### src/rtl/ev_sat_counter.sv
// Saturating error counter with synchronous clear that beats increment.
// Latency: count and sat flag update on the clock edge after inc/clr.
// No backpressure: en_i low holds the count and the flag.
module ev_sat_counter #(
    parameter int W = 8
) (
    input  logic         clk,
    input  logic         rst_n,
    input  logic         en_i,
    input  logic         clr_i,
    input  logic         inc_i,
    output logic [W-1:0] cnt_o,
    output logic         sat_o
);

    localparam logic [W-1:0] MAX_VAL = {W{1'b1}};

    logic [W-1:0] cnt_q, cnt_d;
    logic         sat_q, sat_d;

    // Next count: clear wins, increment stops at all-ones and raises sat.
    always_comb begin
        cnt_d = cnt_q;
        sat_d = sat_q;
        if (en_i) begin
            if (clr_i) begin
                cnt_d = '0;
                sat_d = 1'b0;
            end else if (inc_i && (cnt_q != MAX_VAL)) begin
                cnt_d = cnt_q + W'(1);
                sat_d = (cnt_d == MAX_VAL);
            end
        end
    end

    // Count and flag registers.
    always_ff @(posedge clk or negedge rst_n) begin
        if (!rst_n) begin
            cnt_q <= '0;
            sat_q <= 1'b0;
        end else begin
            cnt_q <= cnt_d;
            sat_q <= sat_d;
        end
    end

    assign cnt_o = cnt_q;
    assign sat_o = sat_q;

endmodule

### config.mk
export PLATFORM = sky130hd
export DESIGN_NAME = ev_sat_counter
export DESIGN_NICKNAME = d
export VERILOG_FILES = /design/src/rtl/ev_sat_counter.sv
export SDC_FILE = /design/constraint.sdc
export NUM_CORES = 1
export LEC_CHECK = 0
export BUFFER_PORTS_ARGS = -buffer_cell sky130_fd_sc_hd__buf_4
export CAP_MARGIN = 20
export CORE_MARGIN = 2
export CORE_UTILIZATION = 42
export CTS_BUF_LIST = sky130_fd_sc_hd__clkbuf_4
export CTS_CLUSTER_DIAMETER = 80
export DETAILED_ROUTE_END_ITERATION = 12
export PLACE_DENSITY = 0.77
export REMOVE_ABC_BUFFERS = 1
export SLEW_MARGIN = 20
export SYNTH_ARGS = -nofsm -noshare
export SYNTH_HDL_FRONTEND = slang
export SYNTH_SLANG_ARGS = --single-unit
export TNS_END_PERCENT = 5
### constraint.sdc
create_clock -name clk -period 3.6 [get_ports clk]
set_input_delay 0.18 -clock clk [delete_from_list [all_inputs] [get_ports clk]]
set_output_delay 0.18 -clock clk [all_outputs]
set_load 0.05 [all_outputs]
==> metrics.csv, run 1 <==
metric,value,unit
outcome,"finished, final reports clean",
yosysSeqAreaShare,0.390,
maximum_number_of_pins_on_one_net_before_global_route_repair,11,
groute.usage.overall,0.195,
drv.max_cap_violation_count,0,
clock_transition_at_the_registers_of_the_reported_paths,0.07,ns
holdPathStages,2,
die-area,1690,µm²
clkPwrFrac,0.334,
drt_first_pass_iters,4,
dpl.cell_count,87,
finClkSkew,0.00316,ns
ys_ff_latch,9,
unrepaired_setup_endpoints_after_global_routing,no,
number_of_enable_type_register_cells_in_the_synthesized_netlist,0,
area_growth,24.0,%
rrSetupSlack,1.66,ns
grt_pass1_wl,2.08,mm
irDropWorstVdd,0.205,mV
yosys_warnings,0,
sequentialPowerShare,0.463,
power_report.internal_total,0.164,mW
die_width,41.1,µm
dpl.hpwl,986,µm
worstSetupStartpointType,flip-flop,
dominantRegCellSynth,sky130_fd_sc_hd__dfrtp_1,
tightest_slew,0.448,ns
hold_start,en_i,
antenna_found_initial,0,
worst_slew_margin_rel,0.701,
worst_path_max_delay_cell,sky130_fd_sc_hd__dfrtp_1,
critPathLaunch,cnt_o[0],
initial_utilization,0.444,
insertion_delay,0.27,ns
cp.required,3.75,ns
total_power,0.243,mW
cp-end-kind,flip-flop,
timing.critical_path.fanout_max,6,
cts_setup_buffers,0,
leakage,0.340,nW
antenna_cells_inserted,0,
drt_iter0_drc,7,
power.combinational.fraction,0.202,
grt_remaining_overflow,0,
tmin_final,1.94,ns
share_of_layout_cells_above_drive_strength_1,0.286,
netSwitchingFraction,0.324,
final-setup-viol-count,0,
routed_via_count,543,
final_cycle_share,0.539,
postSynthAreaPerCell,9.32,µm²
crit-reg2reg-launch,cnt_o[0],
cts_num_sinks,9,
power.density_cell_area,339,nW/µm²
criticalPathCategory,reg -> reg,
finalSetupTns,0,ns
power.switching,0.0787,mW
reg2reg_to,sat_o,
design.portCount,14,
vias_per_cell,5.90,
final_max_slew_viol_count,0,
htreeDepth,1,
tritoncts,yes,
placeableCoreArea,1300,µm²
placement_rows,13,
wire_per_inst,14.2,µm
root_buffer,sky130_fd_sc_hd__clkbuf_4,
worstHoldEndpoint,cnt_o[3],
gp_congestion,0.814,
netlist_instances,62,
synth_cell_types,32,
timing.hold.worst.class,in -> reg,
grt_pass1_vias,458,
clock_path_buffers,2,
port_buffers,13,
critical_path_arrival,2.09,ns
hold_violations,0,
proportion_of_register_bits_with_asynchronous_set_or_reset_after_synthesis,1.00,
cts-buffers-inserted,3,
final_nets,85,
die_y,41.1,µm
worst_r2r_path_depth,5,
fin_cells,92,
critical-path-max-stage-delay,0.43,ns
wirelength,1.31,mm
timing.hold.ws,0.166,ns
antenna_violating_nets_post_route,0,
remaining_drc_errors,0,
timing.critical_path.cells,ha_1 > nand3_2 > o21a_2 > o21ai_1 > mux2_1,
post_synth_instance_area,578,µm²
fmax,0.516,GHz
==> cell usage in the layout, fill, tap and decap left out <==
master                          Yosys  routed
sky130_fd_sc_hd__nand2_1            6       6
sky130_fd_sc_hd__or3_1              1       1
sky130_fd_sc_hd__mux2_1             1       1
sky130_fd_sc_hd__o21ai_1            1       1
sky130_fd_sc_hd__nand3_2            1       1
sky130_fd_sc_hd__inv_1              3       3
sky130_fd_sc_hd__clkbuf_4           0       3
sky130_fd_sc_hd__and2_1             1       1
sky130_fd_sc_hd__a2111oi_2          1       1
sky130_fd_sc_hd__o21ai_0            3       3
sky130_fd_sc_hd__and3_2             1       1
sky130_fd_sc_hd__dfrtp_1            9       9
sky130_fd_sc_hd__nand4_1            2       2
sky130_fd_sc_hd__a41o_1             2       2
sky130_fd_sc_hd__o21a_2             1       1
sky130_fd_sc_hd__nor2_1             3       3
sky130_fd_sc_hd__a31o_2             1       1
sky130_fd_sc_hd__clkinv_2           0       1
sky130_fd_sc_hd__xor2_1             1       1
sky130_fd_sc_hd__xnor2_1            1       1
sky130_fd_sc_hd__o22a_1             2       2
sky130_fd_sc_hd__nand3_1            3       3
sky130_fd_sc_hd__a31o_1             1       1
sky130_fd_sc_hd__o221ai_1           1       1
sky130_fd_sc_hd__and3_1             3       3
sky130_fd_sc_hd__dlygate4sd3_1      0       1
sky130_fd_sc_hd__o2111ai_1          1       1
sky130_fd_sc_hd__a31oi_1            2       2
sky130_fd_sc_hd__ha_1               2       2
sky130_fd_sc_hd__buf_4              1      13
sky130_fd_sc_hd__a21o_1             1       1
sky130_fd_sc_hd__nor3b_1            1       1
sky130_fd_sc_hd__a21oi_1            2       2
sky130_fd_sc_hd__o2bb2ai_1          1       1
==> per-stage QoR <==
stage                     setup WS [ns]  instance area [µm²]   util
after global placement             1.77                  679  0.522
final                              1.66                  717  0.551
after detailed placement           1.67                  679  0.522
after global routing               1.50                  717  0.551
after CTS                          1.66                  717  0.551
after floorplan                    1.49                  563      -
==> cells in the mapped netlist, types with 2 or more instances <==
| library cell | instances | share of area |
|---|---|---|
| sky130_fd_sc_hd__nand2_1 | 6 | 0.039 |
| sky130_fd_sc_hd__dfrtp_1 | 9 | 0.39 |
| sky130_fd_sc_hd__nand4_1 | 2 | 0.022 |
| sky130_fd_sc_hd__nor2_1 | 3 | 0.019 |
| sky130_fd_sc_hd__a41o_1 | 2 | 0.035 |
| sky130_fd_sc_hd__o22a_1 | 2 | 0.030 |
| sky130_fd_sc_hd__inv_1 | 3 | 0.019 |
| sky130_fd_sc_hd__o21ai_0 | 3 | 0.026 |
| sky130_fd_sc_hd__a21oi_1 | 2 | 0.017 |
| sky130_fd_sc_hd__and3_1 | 3 | 0.032 |
| sky130_fd_sc_hd__clkbuf_1 | 2 | 0.013 |
| sky130_fd_sc_hd__ha_1 | 2 | 0.043 |
| sky130_fd_sc_hd__a31oi_1 | 2 | 0.022 |
| sky130_fd_sc_hd__nand3_1 | 3 | 0.026 |
==> power groups by stage <==
stage          Sequential [mW]  Combinational [mW]  Clock (mW)
2_1_floorplan            0.129              0.0144           0
3_3_place_gp             0.114              0.0486           0
3_5_place_dp             0.114              0.0485           0
4_1_cts                  0.112              0.0495      0.0829
5_1_grt                  0.113              0.0529      0.0889
6_report                 0.112              0.0491      0.0811
==> state kept, by name, summed over array words and instances, names as in the netlist <==
register / cells
cnt_o: 8
sat_o: 1
==> cell type report <==
| type | count | area [µm²] |
|---|---|---|
| fill | 125 | 584 |
| multi-input combinational | 47 | 327 |
| sequential | 9 | 225 |
| timing repair buffer | 14 | 108 |
| clock buffer | 3 | 22.5 |
| tap | 15 | 18.8 |
| inverter | 3 | 11.3 |
| clock inverter | 1 | 5.00 |
==> worst max path at each step <==
| stage | end | slack [ns] | depth (start not counted) |
|---|---|---|---|
| finish | sat_o | 1.66 | 5 |
| global route | sat_o | 1.50 | 5 |
| CTS | sat_o | 1.66 | 5 |
| detailed placement | sat_o | 1.67 | 5 |
| global placement | sat_o | 1.77 | 5 |
| floorplan | sat_o | 1.49 | 5 |
==> cell families after synthesis <==
group	count (synthesis)	synth area share
compound gates	20	0.268
xor+xnor	2	0.0303
fa+ha+maj	2	0.0433
buf+inv	6	0.0455
flops	9	0.390
mux	1	0.0195
simple gates	22	0.203
==> worst max-delay path: cells and delay by family, from the launching register on <==
kind	cells	cell delay (ns)
AOI/OAI and AO/OA	2	0.61
DFF	1	0.43
muxes	1	0.35
adders and majority gates	1	0.29
and+or+nand+nor	1	0.14
==> per-layer routing <==
layer  track usage  wire [µm]  vias to the layer above
met1         0.261        624                      263
met4        0.0968         24                        0
met3        0.0489         48                        4
li1              -          -                      266
met2         0.285        612                       10
met5             0          0                        -
==> timing repair <==
action | in CTS | in global routing
hold buffers | 1 | 0
endpoints found under the hold margin | 9 | 0
resized for setup | 0 | 0
(Power assumes the default switching activity.)
==> run 2, diff against run 1 <==
clock period = 2 ns   (was 3.6 ns; I/O delays follow)
==> run 2 against run 1 <==
Hold slack got worse by 0.075 ns; critical endpoint unchanged; utilization rose by 0.77 points; routed wire length rose by 1.2%; maximum frequency rose by 8.7%; register-to-register slack got worse by 1.4 ns; total power rose by 84%; design area rose by 1.4%; critical path type unchanged; setup slack got worse by 1.4 ns.
==> metrics.csv, run 2 (synthesis gave the netlist of run 1 again) <==
metric,value,unit
outcome,"finished, final reports clean",
route.met2.wl,614,µm
final_nets,86,
gp_congestion,0.833,
mostFrequentLayoutCell,sky130_fd_sc_hd__buf_4,
dr_wl_met3,104,µm
insertion_delay,0.26,ns
share_of_layout_cells_above_drive_strength_1,0.295,
multiInputGateArea,327,µm²
cts-buffers-inserted,3,
worstSetupStartpointType,flip-flop,
drt_iter0_drc,21,
remaining_drc_errors,0,
drt_first_pass_iters,4,
critical_path_arrival,1.99,ns
wirelength_met1,596,µm
die_y,41.1,µm
initial_utilization,0.444,
irDropWorstVdd,0.381,mV
vias_per_cell,5.97,
timing.hold.ws,0.0909,ns
grt_remaining_overflow,0,
timing.hold.worst.class,in -> reg,
die_width,41.1,µm
groute.usage.overall,0.193,
tightest_slew,0.460,ns
cp.required,2.20,ns
final_area,727,µm²
critPathTopFamily,simple AND/OR/NAND/NOR gates,
placement_rows,13,
critical-path-max-stage-delay,0.41,ns
wire_per_inst,14.2,µm
area_growth,25.8,%
tritoncts,yes,
placeableCoreArea,1300,µm²
design.portCount,14,
cts_num_sinks,9,
root_buffer,sky130_fd_sc_hd__clkbuf_4,
dpl.hpwl,956,µm
hold_violations,0,
wirelength,1.33,mm
drv.max_cap_violation_count,0,
leakage,0.346,nW
maximum_number_of_pins_on_one_net_before_global_route_repair,11,
criticalPathCategory,reg -> reg,
timing.critical_path.fanout_max,6,
dpl.cell_count,88,
fmax,0.560,GHz
fin_cells,93,
htreeDepth,1,
antenna_found_initial,0,
post_cts_resize_count,0,
routed_via_count,555,
timing.critical_path.cells,ha_1 > nand3_2 > or3_1 > a2111oi_2 > mux2_1,
placed_area,687,µm²
antenna_violating_nets_post_route,0,
unrepaired_setup_endpoints_after_global_routing,no,
grt_pass1_wl,2.02,mm
seq_area,225,µm²
num-fill-cells,123,
port_buffers,13,
die-area,1690,µm²
final_cell_mix,"sky130_fd_sc_hd__buf_4, sky130_fd_sc_hd__dfrtp_1, sky130_fd_sc_hd__nand2_1",
worst_slew_margin_rel,0.693,
path_buf_inv,0,
worst_path_max_delay_cell,sky130_fd_sc_hd__dfrtp_1,
clock_path_buffers,2,
final_cycle_share,0.892,
antenna_cells_inserted,0,
routed.top_layer,met4,
largest_register_ffs,8,
tmin_final,1.78,ns
clock_transition_at_the_registers_of_the_reported_paths,0.06,ns
power.density_cell_area,614,nW/µm²
final-setup-viol-count,0,
cp-end-kind,flip-flop,
finClkSkew,0.00568,ns
final_max_slew_viol_count,0,
grt_pass1_vias,444,
==> run 2: layout make-up <==
| class | instances | area share |
|---|---|---|
| repair buffers | 15 | 0.158 |
| inverters | 3 | 0.0155 |
| well taps | 15 | 0.0258 |
| clock buffers | 4 | 0.0413 |
| multi-input cells | 47 | 0.449 |
| flip-flops and latches | 9 | 0.310 |
==> run 2: metal layers <==
| metal | up-vias | track usage |
|---|---|---|
| li1 | 269 | - |
| met1 | 254 | 0.255 |
| met2 | 28 | 0.277 |
| met3 | 4 | 0.0978 |
| met5 | - | 0 |
| met4 | 0 | 0.0484 |
==> run 2: what timing repair did <==
item | 4_1_cts | 5_1_grt
setup buffers | 0 | 0
hold buffers | 1 | 0
endpoints found under the hold margin | 9 | 0
endpoints found under the setup margin | 0 | 0
==> run 2: final timing paths <==
kind / start / to / cells after the start / slack (ns)
setup / recovery: cnt_o[0] / sat_o / 5 / 0.22
max in group asynchronous: rst_n / cnt_o[0] / 2 / 1.66
setup reg to reg: cnt_o[0] / sat_o / 5 / 0.22
hold reg to reg: sat_o / sat_o / 1 / 0.50
min in group asynchronous: rst_n / sat_o / 2 / 0.19
hold / removal: en_i / cnt_o[7] / 2 / 0.09
==> run 2: through the flow <==
stage	power, mW	TNS (ns)	utilization	worst slack, ns
2_1_floorplan	0.258	-0.109	-	-0.109
3_3_place_gp	0.294	0	0.528	0.281
3_5_place_dp	0.294	0	0.528	0.228
4_1_cts	0.452	0	0.559	0.190
5_1_grt	0.473	0	0.559	0.0515
6_report	0.447	0	0.559	0.216
==> run 2: power breakdown <==
group	switching [mW]	internal [mW]	total, mW
Sequential	0.0118	0.190	0.202
Clock	0.0637	0.0905	0.154
Combinational	0.0580	0.0327	0.0907
Total	0.134	0.313	0.447
==> run 3, diff against run 2 <==
clock period = 1.83 ns   (was 2 ns; I/O delays follow)
==> run 3 against run 2 <==
Via count is 2.9% higher; sequential share of layout area decreased by 0.88 points; critical path type unchanged; largest cell class unchanged; non-clock buffer count grew 2; sequential cell count is the same.
==> metrics.csv, run 3 (synthesis gave the netlist of run 1 again) <==
metric,value,unit
leakage,0.355,nW
root_buffer,sky130_fd_sc_hd__clkbuf_4,
share_of_layout_cells_above_drive_strength_1,0.338,
insertion_delay,0.26,ns
irDropWorstVdd,0.394,mV
power.switching,0.154,mW
wirelength,1.43,mm
worst_slew_margin_rel,0.662,
clock_transition_at_the_registers_of_the_reported_paths,0.07,ns
finClkSkew,0.00307,ns
grt_pass1_wl,2.04,mm
cts_num_sinks,9,
antenna_violating_nets_post_route,0,
criticalPathCategory,reg -> reg,
clkPwrFrac,0.347,
port_buffers,13,
outcome,"finished, final reports clean",
groute.usage.overall,0.189,
final_area,748,µm²
cp.required,2.03,ns
dpl.hpwl,991,µm
final_nets,88,
final_max_slew_viol_count,0,
initial_utilization,0.444,
placeableCoreArea,1300,µm²
drt_first_pass_iters,4,
timing.hold.worst.class,in -> reg,
tritoncts,yes,
timing.hold.ws,0.0885,ns
finish.utilization,0.575,
die_width,41.1,µm
cp-end-kind,flip-flop,
sequentialPowerShare,0.439,
die-area,1690,µm²
hold_violations,0,
fmax,0.578,GHz
place_ws,0.0926,ns
maximum_number_of_pins_on_one_net_before_global_route_repair,11,
clock_path_buffers,2,
die_y,41.1,µm
fin_ws,0.101,ns
placement_rows,13,
netSwitchingFraction,0.308,
timing.critical_path.fanout_max,6,
total_power,0.500,mW
gp_congestion,0.867,
final_cell_mix,"sky130_fd_sc_hd__buf_4, sky130_fd_sc_hd__dfrtp_1, sky130_fd_sc_hd__nand2_1",
grt_remaining_overflow,0,
wire_per_inst,15.0,µm
remaining_drc_errors,0,
mostFrequentLayoutCell,sky130_fd_sc_hd__buf_4,
power.combinational.fraction,0.214,
grt_pass1_vias,475,
final_cycle_share,0.945,
tmin_final,1.73,ns
largest_register_ffs,8,
drt_iter0_drc,24,
area_growth,29.4,%
critical_path_arrival,1.93,ns
routed_via_count,571,
antenna_found_initial,0,
worstSetupStartpointType,flip-flop,
htreeDepth,1,
power_report.internal_total,0.346,mW
vias_per_cell,6.01,
power.density_cell_area,668,nW/µm²
final-setup-viol-count,0,
drv.max_cap_violation_count,0,
placed_area,702,µm²
design.portCount,14,
tightest_slew,0.507,ns
cts-buffers-inserted,3,
antenna_cells_inserted,0,
num-fill-cells,110,
## run 3: per-layer routing
| metal | up-vias | global-route usage | routed length, µm |
|---|---|---|---|
| met1 | 279 | 0.260 | 650 |
| met5 | - | 0 | 0 |
| li1 | 274 | - | - |
| met4 | 0 | 0.0968 | 6 |
| met3 | 2 | 0.0326 | 69 |
| met2 | 16 | 0.281 | 700 |
## run 3: layout make-up
| cell class | instances | area [µm²] | share of cell area |
|---|---|---|---|
| inverter | 3 | 11.3 | 0.0151 |
| clock buffer | 4 | 30.0 | 0.0401 |
| multi-input combinational | 47 | 333 | 0.445 |
| tap | 15 | 18.8 | 0.0251 |
| sequential | 9 | 225 | 0.301 |
| timing repair buffer | 17 | 130 | 0.174 |
## run 3: through the flow
| step | TNS, ns | cells |
|---|---|---|
| after CTS | 0 | 95 |
| final | 0 | 95 |
| after detailed placement | 0 | 90 |
| after global routing | -0.0659 | 95 |
| after global placement | 0 | 90 |
| after floorplan | -0.474 | 59 |
## run 3: worst paths after layout
path | start | slack [ns] | endpoint | depth (start not counted)
min in group asynchronous | rst_n | 0.19 | cnt_o[5] | 2
min reg2reg | sat_o | 0.51 | sat_o | 1
max | cnt_o[1] | 0.10 | sat_o | 5
min | en_i | 0.09 | cnt_o[3] | 2
max in group asynchronous | rst_n | 1.50 | cnt_o[0] | 2
max reg2reg | cnt_o[1] | 0.10 | sat_o | 5
## run 3: what timing repair did
| action | 4_1_cts | 5_1_grt |
|---|---|---|
| buffers inserted | 0 | 0 |
| endpoints found under the hold margin | 9 | 0 |
| resized for setup | 0 | 2 |
| endpoints found under the setup margin | 0 | 3 |
| hold buffers | 1 | 0 |
## run 3: power groups by stage
stage                     sequential (mW)  clock (mW)  combinational (mW)
after CTS                           0.219       0.175               0.106
after global routing                0.221       0.185               0.115
after floorplan                     0.253           0              0.0284
after detailed placement            0.223           0               0.104
after global placement              0.222           0               0.103
final                               0.219       0.174               0.107
## run 3: critical path, stage by stage (launching register included)
cell and delay (ns):
sky130_fd_sc_hd__dfrtp_1 0.41, sky130_fd_sc_hd__ha_2 0.25, sky130_fd_sc_hd__nand3_2 0.14, sky130_fd_sc_hd__or3_1 0.36, sky130_fd_sc_hd__a2111oi_2 0.34, sky130_fd_sc_hd__mux2_1 0.17
